==> src/rtl/prefetch_fetcher_if.sv <==
// Program-memory read bus for prefetch_fetcher.
// master: is_read_valid/read_address out; slave: is_read_ready/read_data out.
interface prefetch_fetcher_if #(
  parameter int ADDR_BITS = 8,
  parameter int DATA_BITS = 16
) ();
  logic                 is_read_valid;
  logic [ADDR_BITS-1:0] read_address;
  logic                 is_read_ready;
  logic [DATA_BITS-1:0] read_data;

  modport master (
    output is_read_valid,
    output read_address,
    input  is_read_ready,
    input  read_data
  );

  modport slave (
    input  is_read_valid,
    input  read_address,
    output is_read_ready,
    output read_data
  );
endinterface

==> src/rtl/prefetch_fetcher.sv <==
// Instruction fetcher with a sequential prefetch FIFO; sequential FETCH hits in 1 cycle.
// Ports: clk, reset (sync, high), core_state, current_pc, prefetch_enable,
// mem (read bus, master), fetcher_state, instruction, buffer_count.
// Define FETCHER_PERF_CNT_EN to add saturating hit_count/miss_count outputs.
module prefetch_fetcher #(
  parameter int PROGRAM_MEM_ADDR_BITS = 8,
  parameter int PROGRAM_MEM_DATA_BITS = 16,
  parameter int PREFETCH_DEPTH        = 4
) (
  input  logic                             clk,
  input  logic                             reset,
  input  logic [2:0]                       core_state,
  input  logic [PROGRAM_MEM_ADDR_BITS-1:0] current_pc,
  input  logic                             prefetch_enable,
  prefetch_fetcher_if.master               mem,
  output logic [2:0]                       fetcher_state,
  output logic [PROGRAM_MEM_DATA_BITS-1:0] instruction,
  output logic [$clog2(PREFETCH_DEPTH):0]  buffer_count
`ifdef FETCHER_PERF_CNT_EN
  ,
  output logic [15:0]                      hit_count,
  output logic [15:0]                      miss_count
`endif
);

  localparam int AB = PROGRAM_MEM_ADDR_BITS;
  localparam int DB = PROGRAM_MEM_DATA_BITS;
  localparam int PW = $clog2(PREFETCH_DEPTH);
  localparam int CW = PW + 1;

  localparam logic [2:0] CORE_FETCH  = 3'b001;
  localparam logic [2:0] CORE_DECODE = 3'b010;

  typedef enum logic [2:0] {
    S_IDLE     = 3'b000,
    S_FETCHING = 3'b001,
    S_FETCHED  = 3'b010
  } state_t;

  state_t state;

  logic [AB-1:0] fifo_addr [PREFETCH_DEPTH];
  logic [DB-1:0] fifo_data [PREFETCH_DEPTH];
  logic [PW-1:0] head;
  logic [PW-1:0] tail;

  // rd_demand tags the outstanding read; discard drops a stale prefetch.
  logic          rd_demand;
  logic          discard;
  logic          need_demand;
  logic [AB-1:0] dem_addr;
  logic [AB-1:0] pf_addr;
  logic          pf_stop;

  logic resp;
  logic fetch_req;
  logic hit;
  logic pf_push;
  logic pf_issue;

  assign fetcher_state = state;

  assign resp      = mem.is_read_valid & mem.is_read_ready;
  assign fetch_req = (state == S_IDLE) && (core_state == CORE_FETCH);
  assign hit       = fetch_req && (buffer_count != '0)
                     && (fifo_addr[head] == current_pc);
  assign pf_push   = resp && !rd_demand && !discard;
  assign pf_issue  = (state != S_FETCHING) && !mem.is_read_valid
                     && prefetch_enable && !pf_stop
                     && (buffer_count < CW'(PREFETCH_DEPTH));

  always_ff @(posedge clk) begin
    if (reset) begin
      state             <= S_IDLE;
      mem.is_read_valid <= 1'b0;
      mem.read_address  <= '0;
      instruction       <= '0;
      buffer_count      <= '0;
      head              <= '0;
      tail              <= '0;
      rd_demand         <= 1'b0;
      discard           <= 1'b0;
      need_demand       <= 1'b0;
      dem_addr          <= '0;
      pf_addr           <= '0;
      pf_stop           <= 1'b0;
`ifdef FETCHER_PERF_CNT_EN
      hit_count         <= '0;
      miss_count        <= '0;
`endif
    end else begin
      if (resp) begin
        mem.is_read_valid <= 1'b0;
        discard           <= 1'b0;
      end

      if (resp && rd_demand) begin
        instruction <= mem.read_data;
        pf_addr     <= mem.read_address + 1'b1;
        pf_stop     <= &mem.read_address;
        state       <= S_FETCHED;
      end

      if (pf_push) begin
        fifo_addr[tail] <= mem.read_address;
        fifo_data[tail] <= mem.read_data;
        tail            <= tail + 1'b1;
        pf_addr         <= pf_addr + 1'b1;
        pf_stop         <= &pf_addr;
      end

      if (hit) begin
        head <= head + 1'b1;
      end

      buffer_count <= buffer_count + CW'(pf_push) - CW'(hit);

      if (pf_issue) begin
        mem.is_read_valid <= 1'b1;
        mem.read_address  <= pf_addr;
        rd_demand         <= 1'b0;
      end

      // Demand deferred behind a discarded prefetch.
      if ((state == S_FETCHING) && need_demand
          && !mem.is_read_valid) begin
        mem.is_read_valid <= 1'b1;
        mem.read_address  <= dem_addr;
        rd_demand         <= 1'b1;
        need_demand       <= 1'b0;
      end

      unique case (state)
        S_IDLE: begin
          if (fetch_req) begin
            if (hit) begin
              instruction <= fifo_data[head];
              state       <= S_FETCHED;
`ifdef FETCHER_PERF_CNT_EN
              if (hit_count != 16'hFFFF) hit_count <= hit_count + 16'd1;
`endif
            end else begin
              head         <= '0;
              tail         <= '0;
              buffer_count <= '0;
              dem_addr     <= current_pc;
              state        <= S_FETCHING;
              if (mem.is_read_valid && !resp
                  && (mem.read_address == current_pc)) begin
                rd_demand <= 1'b1;
              end else if (mem.is_read_valid) begin
                // A response landing this cycle is dropped as well.
                discard     <= !resp;
                need_demand <= 1'b1;
              end else begin
                mem.is_read_valid <= 1'b1;
                mem.read_address  <= current_pc;
                rd_demand         <= 1'b1;
              end
`ifdef FETCHER_PERF_CNT_EN
              if (miss_count != 16'hFFFF) miss_count <= miss_count + 16'd1;
`endif
            end
          end
        end
        S_FETCHING: begin
        end
        S_FETCHED: begin
          if (core_state == CORE_DECODE) state <= S_IDLE;
        end
        default: state <= S_IDLE;
      endcase
    end
  end

endmodule
==> src/flat_wrapper.sv <==
// flat-port wrapper written by rule: the top's interface ports become plain ports
module prefetch_fetcher_flat 
#(
  parameter int PROGRAM_MEM_ADDR_BITS = 8,
  parameter int PROGRAM_MEM_DATA_BITS = 16,
  parameter int PREFETCH_DEPTH        = 4
)
  (clk, reset, core_state, current_pc, prefetch_enable, fetcher_state, instruction, buffer_count, mem_is_read_valid, mem_read_address, mem_is_read_ready, mem_read_data);
  prefetch_fetcher_if mem_i ();
  input  logic clk;
  input  logic reset;
  input  logic [2:0] core_state;
  input  logic [PROGRAM_MEM_ADDR_BITS-1:0] current_pc;
  input  logic prefetch_enable;
  output logic [2:0] fetcher_state;
  output logic [PROGRAM_MEM_DATA_BITS-1:0] instruction;
  output logic [$clog2(PREFETCH_DEPTH):0] buffer_count;
  output wire logic [$bits(mem_i.is_read_valid)-1:0] mem_is_read_valid;
  output wire logic [$bits(mem_i.read_address)-1:0] mem_read_address;
  input wire logic [$bits(mem_i.is_read_ready)-1:0] mem_is_read_ready;
  input wire logic [$bits(mem_i.read_data)-1:0] mem_read_data;
  assign mem_is_read_valid = mem_i.is_read_valid;
  assign mem_read_address = mem_i.read_address;
  assign mem_i.is_read_ready = mem_is_read_ready;
  assign mem_i.read_data = mem_read_data;
  prefetch_fetcher #(.PROGRAM_MEM_ADDR_BITS(PROGRAM_MEM_ADDR_BITS), .PROGRAM_MEM_DATA_BITS(PROGRAM_MEM_DATA_BITS), .PREFETCH_DEPTH(PREFETCH_DEPTH)) u_core (.clk(clk), .reset(reset), .core_state(core_state), .current_pc(current_pc), .prefetch_enable(prefetch_enable), .mem(mem_i), .fetcher_state(fetcher_state), .instruction(instruction), .buffer_count(buffer_count));
endmodule
==> config.mk <==
export PLATFORM = sky130hd
export DESIGN_NAME = prefetch_fetcher_flat
export DESIGN_NICKNAME = d
export VERILOG_FILES = /design/src/rtl/prefetch_fetcher_if.sv /design/src/rtl/prefetch_fetcher.sv /design/src/flat_wrapper.sv
export SDC_FILE = /design/constraint.sdc
export NUM_CORES = 1
export LEC_CHECK = 0
export ABC_AREA = 1
export BUFFER_PORTS_ARGS = -buffer_cell sky130_fd_sc_hd__buf_2
export CAP_MARGIN = 20
export CELL_PAD_IN_SITES_DETAIL_PLACEMENT = 0
export CELL_PAD_IN_SITES_GLOBAL_PLACEMENT = 1
export CORE_ASPECT_RATIO = 0.7
export CORE_MARGIN = 3
export CORE_UTILIZATION = 31
export DETAILED_ROUTE_END_ITERATION = 10
export PLACE_DENSITY_LB_ADDON = 0.25
export SYNTH_ARGS = -nofsm -noshare
export SYNTH_HDL_FRONTEND = slang
export SYNTH_SLANG_ARGS = --single-unit
export TNS_END_PERCENT = 5
==> constraint.sdc <==
create_clock -name clk -period 6.95 [get_ports clk]
set_clock_uncertainty 0.05 [all_clocks]
set_input_delay 1.39 -clock clk [delete_from_list [all_inputs] [get_ports clk]]
set_output_delay 1.39 -clock clk [all_outputs]
set_load 0.1 [all_outputs]
# Word level (Yosys, flattened, before mapping)
# Memories as Yosys holds them, arrays and structs flattened. A register that Yosys moved wholly into a read port is not among the register bits.
# Cells that the tools add are included.
# Widths: inputs -> output; s select.
[totals]
ramBits = 96
n_memories = 2
regBits = 55
output_inout_bits = 31
elab_cells = 119
input_bits = 31
[classes]
n_addsub = 6
mux = 63
bitwise_logic = 2
reduce_logical = 25
eq_ne = 7
n_lt_le_gt_ge = 1
[memory_table]
columns = ["memory", "depth", "width", "rd", "rd_ports_with_merged_regs", "wr", "line", "rtl"]
rows = [
  ["u_core.fifo_data", 4, 16, 1, 1, 1, "prefetch_fetcher.sv:43", "logic [DB-1:0] fifo_data [PREFETCH_DEPTH];"],
  ["u_core.fifo_addr", 4, 8, 1, 1, 1, "prefetch_fetcher.sv:42", "logic [AB-1:0] fifo_addr [PREFETCH_DEPTH];"],
]
[ops]
columns = ["cell", "count"]
rows = [
  ["$mux 8", 9],
  ["$mux 16", 4],
  ["$mux 1", 32],
  ["$mux 2", 11],
  ["$mux 3", 6],
  ["$add 8x1->8 const B", 2],
  ["$eq 8x8->1", 2],
  ["$reduce_and 8->1", 2],
  ["$logic_and 1x1->1", 14],
  ["$pmux 3 s3", 1],
  ["$eq 3x1->1 const B", 2],
  ["$eq 3x2->1 const B", 2],
  ["$logic_not 1->1", 5],
  ["$add 2x1->2 const B", 2],
  ["$add 3x1->3", 1],
  ["$logic_not 3->1", 1],
  ["$lt 3x3->1 const B", 1],
  ["$ne 3x1->1 const B", 1],
  ["$reduce_and 3->1", 1],
  ["$reduce_bool 3->1", 1],
  ["$sub 3x1->3", 1],
  ["$reduce_bool 2->1", 1],
  ["$and 1x1->1", 1],
  ["$not 1->1", 1],
]

# Logic depth before layout (Yosys ltp)
# Gate-level depths: netlist of the first run.
[depth]
word_depth = 12
ltp_mapped = 20
mapped_depth_nobuf = 18

# Worst setup path before layout of the first run
# OpenSTA, ideal clock, no wires.
[synth_timing]
path_type = "input to register"
from = "input core_state[1]"
to = "register u_core.buffer_count[2]"
setup_slack_ns = 3.246
stages = 17
n_path_buf = 1
setup_time_ns = 0.066
arrival_time_ns = 3.588
required_time_ns = 6.834
cell_sequence = "inv_1 > nand2_1 > nor2_1 > nand3_1 > a21oi_1 > nand2_1 > nor2_1 > nand3_2 > inv_2 > buf_6 > ha_1 > inv_1 > ha_1 > inv_1 > fa_1 > or2_2 > a21oi_2"
[synth_via]
elab_chain_cells = 8
[synth_lines]
columns = ["element", "line", "rtl"]
rows = [
  ["start: declaration", "flat_wrapper.sv:12", "input logic [2:0] core_state;"],
  ["$eq 3x1->1 *", "prefetch_fetcher.sv:64", "assign fetch_req = (state == S_IDLE) && (core_state == CORE_FETCH);"],
  ["$logic_and 1x1->1 *", "prefetch_fetcher.sv:64", ""],
  ["$logic_and 1x1->1", "prefetch_fetcher.sv:65", "assign hit = fetch_req && (buffer_count != '0)"],
  ["$logic_and 1x1->1", "prefetch_fetcher.sv:66", "&& (fifo_addr[head] == current_pc);"],
  ["$sub 3x1->3", "prefetch_fetcher.sv:116", "buffer_count <= buffer_count + CW'(pf_push) - CW'(hit);"],
  ["$mux 3", "prefetch_fetcher.sv:136", "if (hit) begin"],
  ["$mux 3", "prefetch_fetcher.sv:135", "if (fetch_req) begin"],
  ["$mux 3 *", "prefetch_fetcher.sv:133", "unique case (state)"],
  ["end signal: assignment", "prefetch_fetcher.sv:116", ""],
  ["end: declaration", "prefetch_fetcher.sv:18", "output logic [$clog2(PREFETCH_DEPTH):0] buffer_count"],
]
# Mark *: on every way between the ends. The rest lies on a longest branch, timed or not.
# A chain may end at the register's enable or synchronous reset.

# Worst setup path after layout of the first run
# Ends and elaborated chain as after synthesis.

==> results of run 1 <==
==> cells in the mapped netlist (6+ instances only) <==
cell,count
xor2_1,6
inv_1,51
o21ai_1,6
nand3_1,33
o21ai_0,83
buf_2,7
clkbuf_1,12
edfxtp_1,96
dfxtp_1,55
ha_1,8
nor2_1,124
a21oi_1,15
nand4_1,6
nand2_1,179
nor3_1,7
o22ai_1,16
==> sequential cells by signal (all words and copies together), names as in the netlist, named ones only <==
| signal | flops |
|---|---|
| u_core.pf_stop | 1 |
| u_core.tail | 2 |
| u_core.fifo_addr | 32 |
| u_core.head | 2 |
| u_core.rd_demand | 1 |
| u_core.need_demand | 1 |
| u_core.fifo_data | 64 |
| u_core.dem_addr | 8 |
| u_core.mem.is_read_valid | 1 |
| u_core.fetcher_state | 3 |
| u_core.instruction | 16 |
| u_core.pf_addr | 8 |
| u_core.mem.read_address | 8 |
| u_core.buffer_count | 3 |
==> power by group <==
| group | switching, uW | total, uW | leakage (uW) | internal [uW] |
|---|---|---|---|---|
| Sequential | 18.3 | 991 | 0.00133 | 973 |
| Clock | 362 | 892 | 0.000269 | 530 |
| Combinational | 140 | 188 | 0.00166 | 48.0 |
| Total | 520 | 2070 | 0.00327 | 1550 |
==> layout by cell type (no fill, tap or decap), drive strengths merged, types with 3 or more instances in the layout <==
cell type    n
a21oi       16
buf         70
clkbuf      25
clkinv       6
clkinvlp     3
dfxtp       55
edfxtp      96
ha           8
inv         54
nand2      183
nand3       34
nand4        6
nor2       127
nor3         9
o21ai       89
o22ai       16
xnor2        5
xor2         6
==> cells by family after synthesis <==
kind of cell             Yosys count  share of synthesized area (%)
XOR/XNOR                          11                           1.42
AND/OR/NAND/NOR                  363                           22.0
other                              1                         0.0554
multiplexers                       2                          0.296
buffers and inverters             88                           5.53
flip-flops                       151                           58.9
AO/OA/AOI/OAI                    128                           10.1
adder cells (fa/ha/maj)            9                           1.78
==> worst paths after layout <==
kind	startpoint	endpoint	depth (start not counted)
hold reg to reg	u_core.need_demand$_SDFF_PP0_	u_core.need_demand$_SDFF_PP0_	2
setup / recovery	core_state[1]	u_core.buffer_count[2]$_SDFF_PP0_	17
hold / removal	u_core.need_demand$_SDFF_PP0_	u_core.need_demand$_SDFF_PP0_	2
setup reg to reg	u_core.head[0]$_SDFF_PP0_	u_core.buffer_count[2]$_SDFF_PP0_	19
==> worst max-delay path, delay by kind of cell <==
kind            cells  cell delay [ns]
compound gates      2             0.33
fa+ha+maj           3             0.81
buf+inv             5             0.80
simple gates        7             1.37
==> per-stage QoR <==
step                      cell area, sq um  util (%)  hold WS (ns)
final                                 7900      37.5         0.418
after global placement                7330      34.8         0.407
after global routing                  7900      37.5         0.435
after CTS                             7900      37.5         0.418
after detailed placement              7330      34.8         0.409
after floorplan                       6770         -         0.396
==> metal layers <==
| metal | routed length, um | part of all wire, % | up-vias |
|---|---|---|---|
| li1 | - | - | 2621 |
| met2 | 7440 | 41 | 107 |
| met1 | 9790 | 54 | 2362 |
| met4 | 166 | 0.92 | 0 |
| met5 | 0 | 0 | - |
| met3 | 661 | 3.7 | 12 |
==> area by class of cell <==
| cell class | instances | share of cell area (%) |
|---|---|---|
| clock buffer | 25 | 6.27 |
| clock inverter | 7 | 0.903 |
| inverter | 57 | 2.71 |
| multi-input combinational | 514 | 30.6 |
| sequential | 151 | 50.4 |
| tap | 276 | 4.37 |
| timing repair buffer | 70 | 4.72 |
==> impl_results.md, run 1 <==
* Outcome: completed
* CP cell instances: buf_2 -> inv_1 -> nand2_1 -> nor2_1 -> nand3_1 -> a21oi_1 -> nand2_1 -> nor2_1 -> nand3_2 -> inv_2 -> ha_1 -> inv_1 -> ha_1 -> inv_1 -> fa_1 -> or2_2 -> a21oi_2
* Via Count at 5,102
* Most used flip-flop cell after synthesis: edfxtp_1
* Die Wd at 183 um
* Mapped Area at 0.00677 sq mm
* Critical path class: in -> reg
* Worst-Margin Slew at 0.686 ns
* DR WL/cell at 16.4 um
* Total power at 2070 uW
* Setup TNS at 0 ns
* Crit-path slowest cell: inv_2
* Die Height at 130 um
* Final Hold Vio Count at 0
* RSZ-0062 raised after global routing: no
* Placed cell count at 1,068
* Antenna Cells at 0
* Syn Nets at 793
* Static leakage power at 0.00327 uW
* Via/cell ratio at 4.64
* Tot GR Track Use at 16.0%
* Critical Path Most Common Cell: inv_1
* First-pass GRT wire length at 28.9 mm
* Met3 usage at 3.59%
* Skew-Pair Late Insertion Delay at 0.43 ns
* Post-cts resize count at 0
* Final period utilization at 63.4%
* Ys async rst share at 0%
* Max VDD drop at 0.157 mV
* Cell variety after synth at 42
* Dpl hpwl at 11.7 mm
* Setup Viol. Count Final at 0
* Sequential area share after synthesis at 58.9%
* CTS tree: done
* Worst-path clk slew at 0.06 ns
* Largest net degree at the start of global routing at 50
* Post-CTS setup buffers at 0
* M2 GR Usage at 22.2%
* Crit. End Element: register
* Max-Cap Viols at 0
* Placer Congestion at 0.810
* Met1 Use GR at 24.9%
* Worst Hold Class: reg -> reg
* CP startpoint kind: primary input
* Layout cells sized above 1 at 14.3%
* Final Non-Filler Cells at 1,100
* Crit path time final at 4.41 ns
* Setup ws final at 2.54 ns
* Post-cts hold buffer count at 0
* DRC errors left at 0
* CTS root buf: clkbuf_16
* WL final at 18.1 mm
* Slew headroom at 54.2%
* Worst EP required at 7.26 ns
* Pre-CTS setup slack at 2.04 ns
* Syn Area/Cell at 8.99 sq um
* Sink Count at 151
* Post-synth top area share at 42.6%
* Io pins at 62
* Register cell area after layout at 0.00398 sq mm
* Pwr dens at 262 mW/mm^2
* Initial antenna violation count at 0
* Initial Util at 32.1%
* Area delta synth->final at 16.8%
* Num rows at 44
* Peak Freq at 0.227 GHz
* Worst path max stage delay at 0.55 ns
* Routed Antenna Nets at 0
* Ys Warns at 0
* Filler instances at 2,118
* Flop-to-flop setup slack at 2.77 ns
* Core ar. at 0.0211 sq mm
* FF+latch count, synth at 151
* DR iter-0 viols at 367
* H-tree Lvls at 4
* Area leader, netlist: edfxtp_1
* Worst Path Max Fanout at 23
* PortBufs at 61
* Vias in the first global route at 4,917
* Multi-input gate area at 0.00242 sq mm
* Largest cells by area after synthesis: edfxtp_1 (43%), dfxtp_1 (16%), nand2_1 (9.9%)
* Final slew viol count at 0
* TritonRoute pass-1 iters at 5
* GRT busiest layer: met1
* Total CTS buffers at 17
* Total Nets Final at 851
* GRT Residual Overflow at 0
* CTS max path bufs at 2
* Worst path arrival time at 4.72 ns
* Die area at 0.0237 sq mm
* Cell count after synthesis at 753
* Post-synth EDFFs at 96
Power figures use the tool's default switching activity.
==> inputs of run 2 (changes only) <==
Clock period 6.95 ns to 4.5 ns, I/O delays scaled along.
==> run 2 against run 1 <==
  * Non-clock buffer count increased by 4
  * Routed wire length fell by 0.13%
  * Highest routed layer unchanged
  * Clock-buffer cell count shrank 8
  * Largest cell class unchanged
  * Critical path type is now reg -> reg
  * Total power is 56% higher
  * Final area grew 0.51%
  * Worst hold slack gained 0.0037 ns
  * Critical endpoint unchanged
  * Combinational power is 55% higher
==> impl_results.md, run 2 (synthesis gave the netlist of run 1 again) <==
* Outcome: completed
* Pwr dens at 407 mW/mm^2 (+55%)
* Via Count at 5,110 (+0.16%)
* GRT Residual Overflow at 0 (unchanged)
* Peak Freq at 0.292 GHz
* Setup ws final at 1.07 ns (-1.47 ns)
* Met3 usage at 3.76% (+0.17 points)
* CTS tree: done
* Die Height at 130 um (unchanged)
* Skew-Pair Late Insertion Delay at 0.43 ns (about the same)
* Dpl hpwl at 11.7 mm (-0.38%)
* Commonest non-fill, non-tap cell in the layout: nand2_1
* H-tree Lvls at 4 (unchanged)
* Post-cts resize count at 0 (unchanged)
* Initial antenna violation count at 0 (unchanged)
* PortBufs at 61 (unchanged)
* Post-CTS setup buffers at 0 (unchanged)
* Io pins at 62 (unchanged)
* WL final at 18.0 mm (-0.13%)
* Total CTS buffers at 17 (unchanged)
* Tot GR Track Use at 15.5% (-0.50 points)
* Layout cells sized above 1 at 15.2% (+0.90 points)
* Pint at 2360 uW (+52%)
* Vias in the first global route at 4,795 (-2.5%)
* Worst-Margin Slew at 0.912 ns (+0.226 ns)
* Max-Cap Viols at 0 (unchanged)
* Sink Count at 151 (unchanged)
* Final slew viol count at 0 (unchanged)
* RSZ-0062 raised after global routing: no
* WHS Endpoint: u_core.need_demand$_SDFF_PP0_
* Hold depth at 2 (unchanged)
* TritonRoute pass-1 iters at 5 (unchanged)
* Clk pwr share at 43.6% (+0.5 points)
* Placed inst area at 0.00736 sq mm (+0.41%)
* Die area at 0.0237 sq mm (unchanged)
* GRT busiest layer: met1
* Design Area, Final at 0.00794 sq mm (+0.51%)
* Die Wd at 183 um (unchanged)
* Setup TNS at 0 ns (unchanged)
* First-pass GRT wire length at 27.9 mm (-3.2%)
* Critical path class: reg -> reg
* Core ar. at 0.0211 sq mm (unchanged)
* Final period utilization at 76.2%
* Largest regs: u_core.fifo_data: 64 flops, u_core.fifo_addr: 32 flops, u_core.instruction: 16 flops
* Critical R2R Capture: u_core.buffer_count[2]$_SDFF_PP0_
* Worst EP required at 4.81 ns (-2.45 ns)
* Crit path time final at 3.43 ns
* Via/cell ratio at 4.63 (-0.21%)
* Sw frac at 27.0% (+1.9 points)
* Worst Path Max Fanout at 30 (+30%)
* Antenna Cells at 0 (unchanged)
* Max reg flops at 64 (unchanged)
* R2R depth at 17 (-2)
* Total Nets Final at 855 (+0.47%)
* Static leakage power at 0.00330 uW (+0.93%)
* DRC errors left at 0 (unchanged)
* Crit. End Element: register
* M2 GR Usage at 22.1% (-0.20 points)
* Routed Antenna Nets at 0 (unchanged)
* Max VDD drop at 0.264 mV (+68%)
* Top reg by flops: u_core.fifo_data
* Comb pwr share at 9.0% (about the same)
* Reg2reg start: u_core.head[0]$_SDFF_PP0_
* Commonest cells after routing, fill and taps aside: nand2_1 (179), nor2_1 (120), edfxtp_1 (96)
* Placer Congestion at 0.784 (-3.2%)
* CTS root buf: clkbuf_16
* Largest net degree at the start of global routing at 50 (unchanged)
* CTS max path bufs at 2 (unchanged)
* Met1 Use GR at 23.4% (-1.5 points)
* Psw at 874 uW (+68%)
* Final Non-Filler Cells at 1,104 (+0.36%)
* Setup Viol. Count Final at 0 (unchanged)
* Post-cts hold buffer count at 0 (unchanged)
* Worst Hold Class: reg -> reg
* Placed cell count at 1,072 (+0.37%)
* Hold_sp: u_core.need_demand$_SDFF_PP0_
* Worst-path clk slew at 0.07 ns (about the same)
* Area delta synth->final at 17.4%
* Sequential Power Share at 47.3% (-0.6 points)
* Num rows at 44 (unchanged)
* DR WL/cell at 16.3 um (-0.49%)
* CP startpoint kind: register
* Initial Util at 32.1% (unchanged)
* Final Hold Vio Count at 0 (unchanged)
* Flop-to-flop setup slack at 1.07 ns (-1.70 ns)
* DR iter-0 viols at 299 (-19%)
* Slew headroom at 39.1% (-15 points)
* Worst path arrival time at 3.74 ns (-0.98 ns)
* Pre-CTS setup slack at 0.901 ns (-1.14 ns)
-- run 2: changes by cell type in the layout (fill, tap and decap cells not counted) --
cell / previous run / this run
inv_6: 0 / 9
clkinv_4: 1 / 0
clkbuf_8: 4 / 0
clkinvlp_4: 3 / 2
buf_4: 9 / 13
inv_8: 0 / 2
clkinv_2: 2 / 1
clkbuf_1: 4 / 0
-- run 2: critical path, cell delays in order, from the launching register on --
cell	delay (ns)
dfxtp_1	0.32
inv_2	0.41
buf_4	0.34
nand2_1	0.08
nand3_1	0.09
nand2_1	0.08
o21ai_0	0.18
nor2_1	0.07
nand3_2	0.07
buf_4	0.29
inv_2	0.07
ha_1	0.27
inv_1	0.05
ha_1	0.14
inv_1	0.05
fa_1	0.37
or2_2	0.31
a21oi_2	0.13
-- run 2: metal layers --
layer  up-vias  share of wire (%)
li1       2632                  -
met1      2354                 54
met2       104                 41
met3        20                3.6
met4         0                1.5
met5         -                  0
-- run 2: power groups by stage --
stage	clock network (uW)	registers, uW	logic [uW]
floorplan	0	1620	143
global route	1510	1530	325
finish	1410	1530	292
detailed placement	0	1560	292
CTS	1450	1530	294
global placement	0	1560	293
-- run 2: final cells by class --
class	count	area [sq um]
sequential	151	3980
fill	2154	13100
clock buffer	17	425
inverter	57	214
tap	276	345
multi-input combinational	514	2420
clock inverter	15	151
timing repair buffer	74	403
-- run 2: how the worst max path moves through the flow --
stage / to / from / depth (start not counted) / slack (ns)
floorplan: u_core.buffer_count[2]$_SDFF_PP0_ / u_core.buffer_count[1]$_SDFF_PP0_ / 16 / 1.21
global placement: u_core.buffer_count[2]$_SDFF_PP0_ / core_state[1] / 18 / 0.94
detailed placement: u_core.buffer_count[2]$_SDFF_PP0_ / core_state[1] / 18 / 0.90
CTS: u_core.buffer_count[2]$_SDFF_PP0_ / u_core.head[0]$_SDFF_PP0_ / 17 / 1.04
global route: u_core.buffer_count[2]$_SDFF_PP0_ / u_core.head[0]$_SDFF_PP0_ / 17 / 0.72
finish: u_core.buffer_count[2]$_SDFF_PP0_ / u_core.head[0]$_SDFF_PP0_ / 17 / 1.07
-- run 2: through the flow --
stage,utilization [%],power [uW],hold slack (ns)
floorplan,-,1760,0.396
global placement,34.9,1850,0.409
detailed placement,34.9,1850,0.411
CTS,37.7,3270,0.421
global route,37.7,3370,0.452
finish,37.7,3230,0.422
